--- src/rtl/instr_loader.sv ---
// instr_loader: receive side of the CPU instruction-write port.
// Packs a stream of 32-bit words into a word-addressed instruction RAM while
// holding the core in LOAD, then releases it (RUN) and serves registered
// fetch reads. Fetches at or beyond the loaded length return NOP.
//
// Ports:
//   clk_i          clock, rising edge
//   rst_ni         asynchronous reset, active-low
//   wr_instr_en_i  write strobe, one word per high cycle in LOAD
//   wr_instr_i     instruction word to write
//   reload_i       single-cycle pulse: discard program, re-enter LOAD
//   pc_i           fetch byte address (bits [1:0] ignored)
//   instr_o        fetched instruction, registered
//   cpu_run_o      high in RUN; core stalls while low
//   instr_count_o  words accepted in the current load
//   overflow_o     sticky: write attempted while RAM full
module instr_loader #(
  parameter int unsigned DEPTH = 64,
  parameter int unsigned AW    = $clog2(DEPTH)
) (
  input  logic          clk_i,
  input  logic          rst_ni,
  input  logic          wr_instr_en_i,
  input  logic [31:0]   wr_instr_i,
  input  logic          reload_i,
  input  logic [31:0]   pc_i,
  output logic [31:0]   instr_o,
  output logic          cpu_run_o,
  output logic [AW:0]   instr_count_o,
  output logic          overflow_o
);

  localparam logic [31:0] NOP     = 32'h0000_0013;
  localparam logic [AW:0] DEPTH_C = (AW+1)'(DEPTH);
  localparam logic [AW:0] LAST_C  = (AW+1)'(DEPTH - 1);

  typedef enum logic {
    S_LOAD = 1'b0,
    S_RUN  = 1'b1
  } state_t;

  state_t      state_q, state_d;
  logic [AW:0] count_q, count_d;
  logic        overflow_q, overflow_d;
  logic        mem_we;
  logic [31:0] instr_q, instr_d;

  logic [31:0] mem [DEPTH];

  logic [AW-1:0] fetch_addr;
  logic          fetch_ok;

  // State, count and overflow registers
  always_ff @(posedge clk_i or negedge rst_ni) begin
    if (!rst_ni) begin
      state_q    <= S_LOAD;
      count_q    <= '0;
      overflow_q <= 1'b0;
    end else begin
      state_q    <= state_d;
      count_q    <= count_d;
      overflow_q <= overflow_d;
    end
  end

  // Next-state logic; reload takes priority over any strobe in the same cycle
  always_comb begin
    state_d    = state_q;
    count_d    = count_q;
    overflow_d = overflow_q;
    mem_we     = 1'b0;
    unique case (state_q)
      S_LOAD: begin
        if (reload_i) begin
          count_d    = '0;
          overflow_d = 1'b0;
        end else if (wr_instr_en_i) begin
          if (count_q < DEPTH_C) begin
            mem_we  = 1'b1;
            count_d = count_q + 1'b1;
            // Accepting the final word fills the RAM: leave LOAD immediately
            if (count_q == LAST_C) state_d = S_RUN;
          end else begin
            overflow_d = 1'b1;
          end
        end else if (count_q != '0) begin
          state_d = S_RUN;
        end
      end
      S_RUN: begin
        if (reload_i) begin
          state_d    = S_LOAD;
          count_d    = '0;
          overflow_d = 1'b0;
        end
      end
      default: state_d = S_LOAD;
    endcase
  end

  // Instruction RAM write port (contents not reset)
  always_ff @(posedge clk_i) begin
    if (mem_we) mem[count_q[AW-1:0]] <= wr_instr_i;
  end

  // Fetch qualification: in RUN, upper pc bits clear, word inside loaded range
  assign fetch_addr = pc_i[AW+1:2];
  assign fetch_ok   = (state_q == S_RUN) &&
                      ((pc_i >> (AW + 2)) == 32'd0) &&
                      ({1'b0, fetch_addr} < count_q);

  always_comb begin
    instr_d = NOP;
    if (fetch_ok) instr_d = mem[fetch_addr];
  end

  // Registered fetch result
  always_ff @(posedge clk_i or negedge rst_ni) begin
    if (!rst_ni) instr_q <= NOP;
    else         instr_q <= instr_d;
  end

  assign instr_o       = instr_q;
  assign cpu_run_o     = (state_q == S_RUN);
  assign instr_count_o = count_q;
  assign overflow_o    = overflow_q;

endmodule

--- config.mk ---
export PLATFORM = sky130hd
export DESIGN_NAME = instr_loader
export DESIGN_NICKNAME = d
export VERILOG_FILES = /design/src/rtl/instr_loader.sv
export SDC_FILE = /design/constraint.sdc
export NUM_CORES = 2
export LEC_CHECK = 0
export CORE_MARGIN = 2
export CORE_UTILIZATION = 43
export CTS_CLUSTER_DIAMETER = 80
export DETAILED_ROUTE_END_ITERATION = 8
export GPL_ROUTABILITY_DRIVEN = 1
export SLEW_MARGIN = 30
export SYNTH_ARGS = -nofsm -noshare
export SYNTH_HDL_FRONTEND = slang
export SYNTH_SLANG_ARGS = --single-unit
--- constraint.sdc ---
create_clock -name clk_i -period 9.36 [get_ports clk_i]
set_input_delay 1.404 -clock clk_i [delete_from_list [all_inputs] [get_ports clk_i]]
set_output_delay 1.404 -clock clk_i [all_outputs]
set_load 0.01 [all_outputs]
=== After elaboration in Yosys (flattened, before gate mapping) ===
Memories as Yosys holds them, arrays and structs flattened.
Cells that the tools add are included.

* Add/subtract/negate cells: 1
* Magnitude comparators: 2
* Eq/ne operators: 5
* Muxes and demuxes: 24
* Bitwise logic cells: 1
* Reduce and logical (&&, ||, !) cells: 6

{| class="wikitable"
|+ Operators by type and width
! operator !! count
|-
| logical NOT 32 bit || 1
|-
| 2-to-1 mux 32 bit || 1
|-
| 2-to-1 mux 7 bit || 4
|-
| 2-to-1 mux 1 bit || 16
|-
| case mux 7 bit (2 select lines) || 1
|-
| inequality test 3 bit (second input constant) || 3
|-
| adder 7 x 1 -> 7 bit (second input constant) || 1
|-
| == test 7 x 6 -> 1 bit (second input constant) || 1
|-
| < comparator 6 x 7 -> 1 bit || 1
|-
| < comparator 7 bit (second input constant) || 1
|-
| nonzero test 7 bit || 1
|-
| AND reduction 3 bit || 2
|-
| case mux 1 bit (2 select lines) || 2
|-
| logical AND 1 bit || 2
|-
| inequality test 2 bit (second input constant) || 1
|-
| NOT 1 bit || 1
|}

* Register bits after elaboration: 41
* Bits in writable memories: 2048
* Bits of input ports: 68
* Output and inout port bits: 41
* Logic and storage cells: 44
* Memories kept: 1

{| class="wikitable"
|+ Memories
! memory !! words !! bits a word !! read ports !! clocked after Yosys merged registers in !! write ports !! line !! source
|-
| mem || 64 || 32 || 1 || 0 || 1 || 48 || <nowiki>logic [31:0] mem [DEPTH];</nowiki>
|}

=== Depth between registers and ports, before layout ===
* Depth in word-level cells: 7
* Depth in mapped cells: 12
* Gate-level depth less buffers: 8

=== Least setup slack after synthesis ===
No wires, ideal clock.

* Path type: in2reg
* Start point: input wr_instr_en_i
* End point: memory mem[40][0], enable pin
* Setup time: 461 ps
* Arrival: 4557 ps
* Required time: 8899 ps
* Setup slack: 4342 ps
* Stages on the path: 6
* Path buffers: 1
* Cell sequence: and3_1 clkbuf_1 nor2b_1 and4_1 nand2_1 nor3_1

* Longest elaborated chain between the ends: 5

{| class="wikitable"
|+ Ends and longest elaborated chain
! element !! line !! source
|-
| start: declaration || 23 || <nowiki>input logic wr_instr_en_i,</nowiki>
|-
| 2-to-1 mux 1 bit || 77 || <nowiki>end else if (wr_instr_en_i) begin</nowiki>
|-
| 2-to-1 mux 1 bit || 74 || <nowiki>if (reload_i) begin</nowiki>
|-
| 2-to-1 mux 1 bit || 72 || <nowiki>unique case (state_q)</nowiki>
|-
| 2-to-1 mux 1 bit || 103 || <nowiki>if (mem_we) mem[count_q[AW-1:0]] <= wr_instr_i;</nowiki>
|-
| 2-to-1 mux 1 bit (not written as such) || 103 ||
|-
| end: declaration || 48 ||
|}

Every way passes these cells.

=== Final worst setup path ===
* Start point: input wr_instr_en_i
* End point: memory mem[21][20], enable pin

The elaborated chain is that of the path after synthesis.

==> metrics <==
I/O pins=109; Area Overhead vs Synth=13.6%; maximum vdd drop=roughly 0.19 mV; Async S/R FF share, synth=0.0196; Clock Latency Late Sink=0.82 ns; CTS tree=built; first-pass GRT wire length=302000 µm; DP HPWL=between 100000 and 150000 µm; Synth Register Bits=approximately 2100; DRC violations left=0; post-layout util=0.491; Worst-Margin Slew=roughly 1 ns; final setup fails=0; Clock Tree Root=clkbuf_16; Die Y=436 µm; largest net degree at the start of global routing=102; CTS Buf Count=208; wire per inst=33.8 µm; Worst Path Class, Setup=input pin to flop; max cap viols=0; worst hold path type=flop to flop; share of layout cells above drive strength 1=0.269; PostCTS Resize Cnt=0; Highest Clock Rate=between 200 and 250 MHz; number of global-route vias before repair=38700; Final min period=4.37 ns; Detailed Route Iter0 Violations=4922; starting density of the core=0.432; fin crit share=0.467; GRT Total Usage=0.228; die width=436 µm; Gate Count Post-Synth=~3500; Critical Path End Type=flop; Lkg Pwr=0.0283 µW; cts hold-fix bufs=0; via/cell ratio=5.99; DRT antenna net count=0; clk buf depth=3; unrepaired setup endpoints after global routing=false; row count=158; clk sink count=around 2100; # Post-CTS Setup Buffers=0; Post-synth EDFFs=2048; final hold violations=0; CP Data Arrival Time=4.82 ns; hold slack=between 0.4 and 0.5 ns; synthesized area=80200 µm²; worst endpoint required time=9.81 ns; status=complete, no violations; routed vias=roughly 38000; Mapped Nets=3572; overall power=19200 µW; Post-layout nets=3824; sequential share of the synthesized area=0.780; Pwr Density=211 nW/µm²; total negative slack=0 ns; Yosys warnings=0; CP Max Fanout=19; Port Buffer Count=106; Routability Congestion=0.772; final non-filler cell area=91100 µm²; relative slew slack=0.332; post-synth cell types=67; Slew Limit Fails=0; number of detailed-routing iterations run before antenna repair=6; core footprint=185000 µm²; H-tree depth reported by CTS=4; startpoint class of the critical path=input pin; Clock transition at path regs=0.06 ns; Die Area=190000 µm²; initial antenna violation count=20; Clock Skew=0.0311 ns; placed inst area=~85000 µm²; Total Routed Length=217000 µm; grt total ovfl=0; synthesized area per cell=between 20 and 25 µm²; number of fill cells=15000; Top FF cell, synth=edfxtp_1
## report_power, final
part           switching, µW  internal [µW]  leakage [µW]
clock                   3430           4580       0.00316
combinational            567            326       0.00618
sequential              7.78          10300        0.0190
## kinds of logic after synthesis
logic type,Yosys count,synth area share
mux,644,0.164
buf+inv,199,0.0162
compound gates,235,0.0207
fa+ha+maj,7,0.00109
simple gates,318,0.0178
xor+xnor,5,0.000546
flops,2089,0.780
## worst max-delay path, stage by stage
cell and delay [ns]:
clkdlybuf4s50_1 0.53, and3_1 0.39, nor2b_1 0.26, and2_1 0.20, nand2_1 0.52, nor2_4 0.96, buf_4 0.54
## cells in the final DEF (no fill, tap or decap), drive strengths merged, types with 22 or more instances in the layout
cell	netlist	layout
mux4	532	532
o22ai	22	22
a21oi	41	41
mux2i	99	99
nand3	37	37
a22oi	28	28
a211oi	22	22
o21ai	27	27
nor2	108	108
nand2	99	99
clkdlybuf4s50	0	67
clkinv	4	82
edfxtp	2048	2048
clkbuf	52	289
a221oi	23	23
buf	135	162
dfrtp	38	38
## layer usage
layer,track usage,share of wire,vias to the layer above
li1,-,-,15400
met4,0.0573,0.024,10
met3,0.0517,0.088,323
met1,0.311,0.40,20900
met5,0,0.00024,-
met2,0.372,0.49,1700
## final cells by class
| type | instances | area (µm²) | share of cell area |
|---|---|---|---|
| flip-flops and latches | 2089 | 62500 | 0.687 |
| multi-input cells | 1209 | 16900 | 0.185 |
| clock buffers | 289 | 5730 | 0.0629 |
| well taps | 2480 | 3100 | 0.0341 |
| repair buffers | 229 | 2010 | 0.0221 |
| clock inverters | 96 | 759 | 0.00834 |
| inverters | 12 | 50.0 | 0.000550 |
| diodes | 4 | 10.0 | 0.000110 |
## cells in the mapped netlist (6+ instances only)
cell type,n,area share
a211oi_1,22,0.0021
a21oi_1,41,0.0026
a221o_1,7,0.00087
a221oi_1,21,0.0023
a22oi_1,28,0.0026
a31oi_1,21,0.0016
and2_1,19,0.0015
buf_1,8,0.00037
buf_2,61,0.0038
buf_4,22,0.0021
buf_6,30,0.0042
buf_8,12,0.0022
clkbuf_1,51,0.0024
dfrtp_1,38,0.012
edfxtp_1,2048,0.77
ha_1,7,0.0011
inv_1,8,0.00037
mux2_2,13,0.0018
mux2i_1,99,0.012
mux4_2,527,0.15
nand2_1,99,0.0046
nand2b_1,6,0.00047
nand3_1,37,0.0023
nor2_1,108,0.0051
nor3_1,14,0.00087
o21ai_0,24,0.0015
o221ai_1,6,0.00066
o22ai_1,22,0.0017
## registers in the layout, summed over array words and instances (netlist names)
register	count
cpu_run_o	1
overflow_o	1
instr_o	32
instr_count_o	7
mem	2048
## stage by stage
stage,setup WS [ns],instances
2_1_floorplan,4.34,3497
3_3_place_gp,3.73,6017
3_5_place_dp,3.85,6018
4_1_cts,4.75,6403
5_1_grt,4.92,6405
6_report,4.99,6408
## path summary, 6_finish.rpt
path                            slack (ns)  depth (start not counted)                          from                     end
worst max-delay path                  4.99                          7                 wr_instr_en_i   mem[21][20]$_DFFE_PP_
worst min-delay path                  0.50                          2        overflow_o$_DFFE_PN0P_  overflow_o$_DFFE_PN0P_
worst max register to register        5.54                          7  instr_count_o[6]$_DFFE_PN0P_   mem[21][20]$_DFFE_PP_
worst min register to register        0.50                          2        overflow_o$_DFFE_PN0P_  overflow_o$_DFFE_PN0P_
max in group asynchronous             8.21                          1                        rst_ni   instr_o[22]$_DFF_PN0_
min in group asynchronous             0.63                          1                        rst_ni    instr_o[5]$_DFF_PN0_
Note: power is estimated with default switching activity, not from simulation.
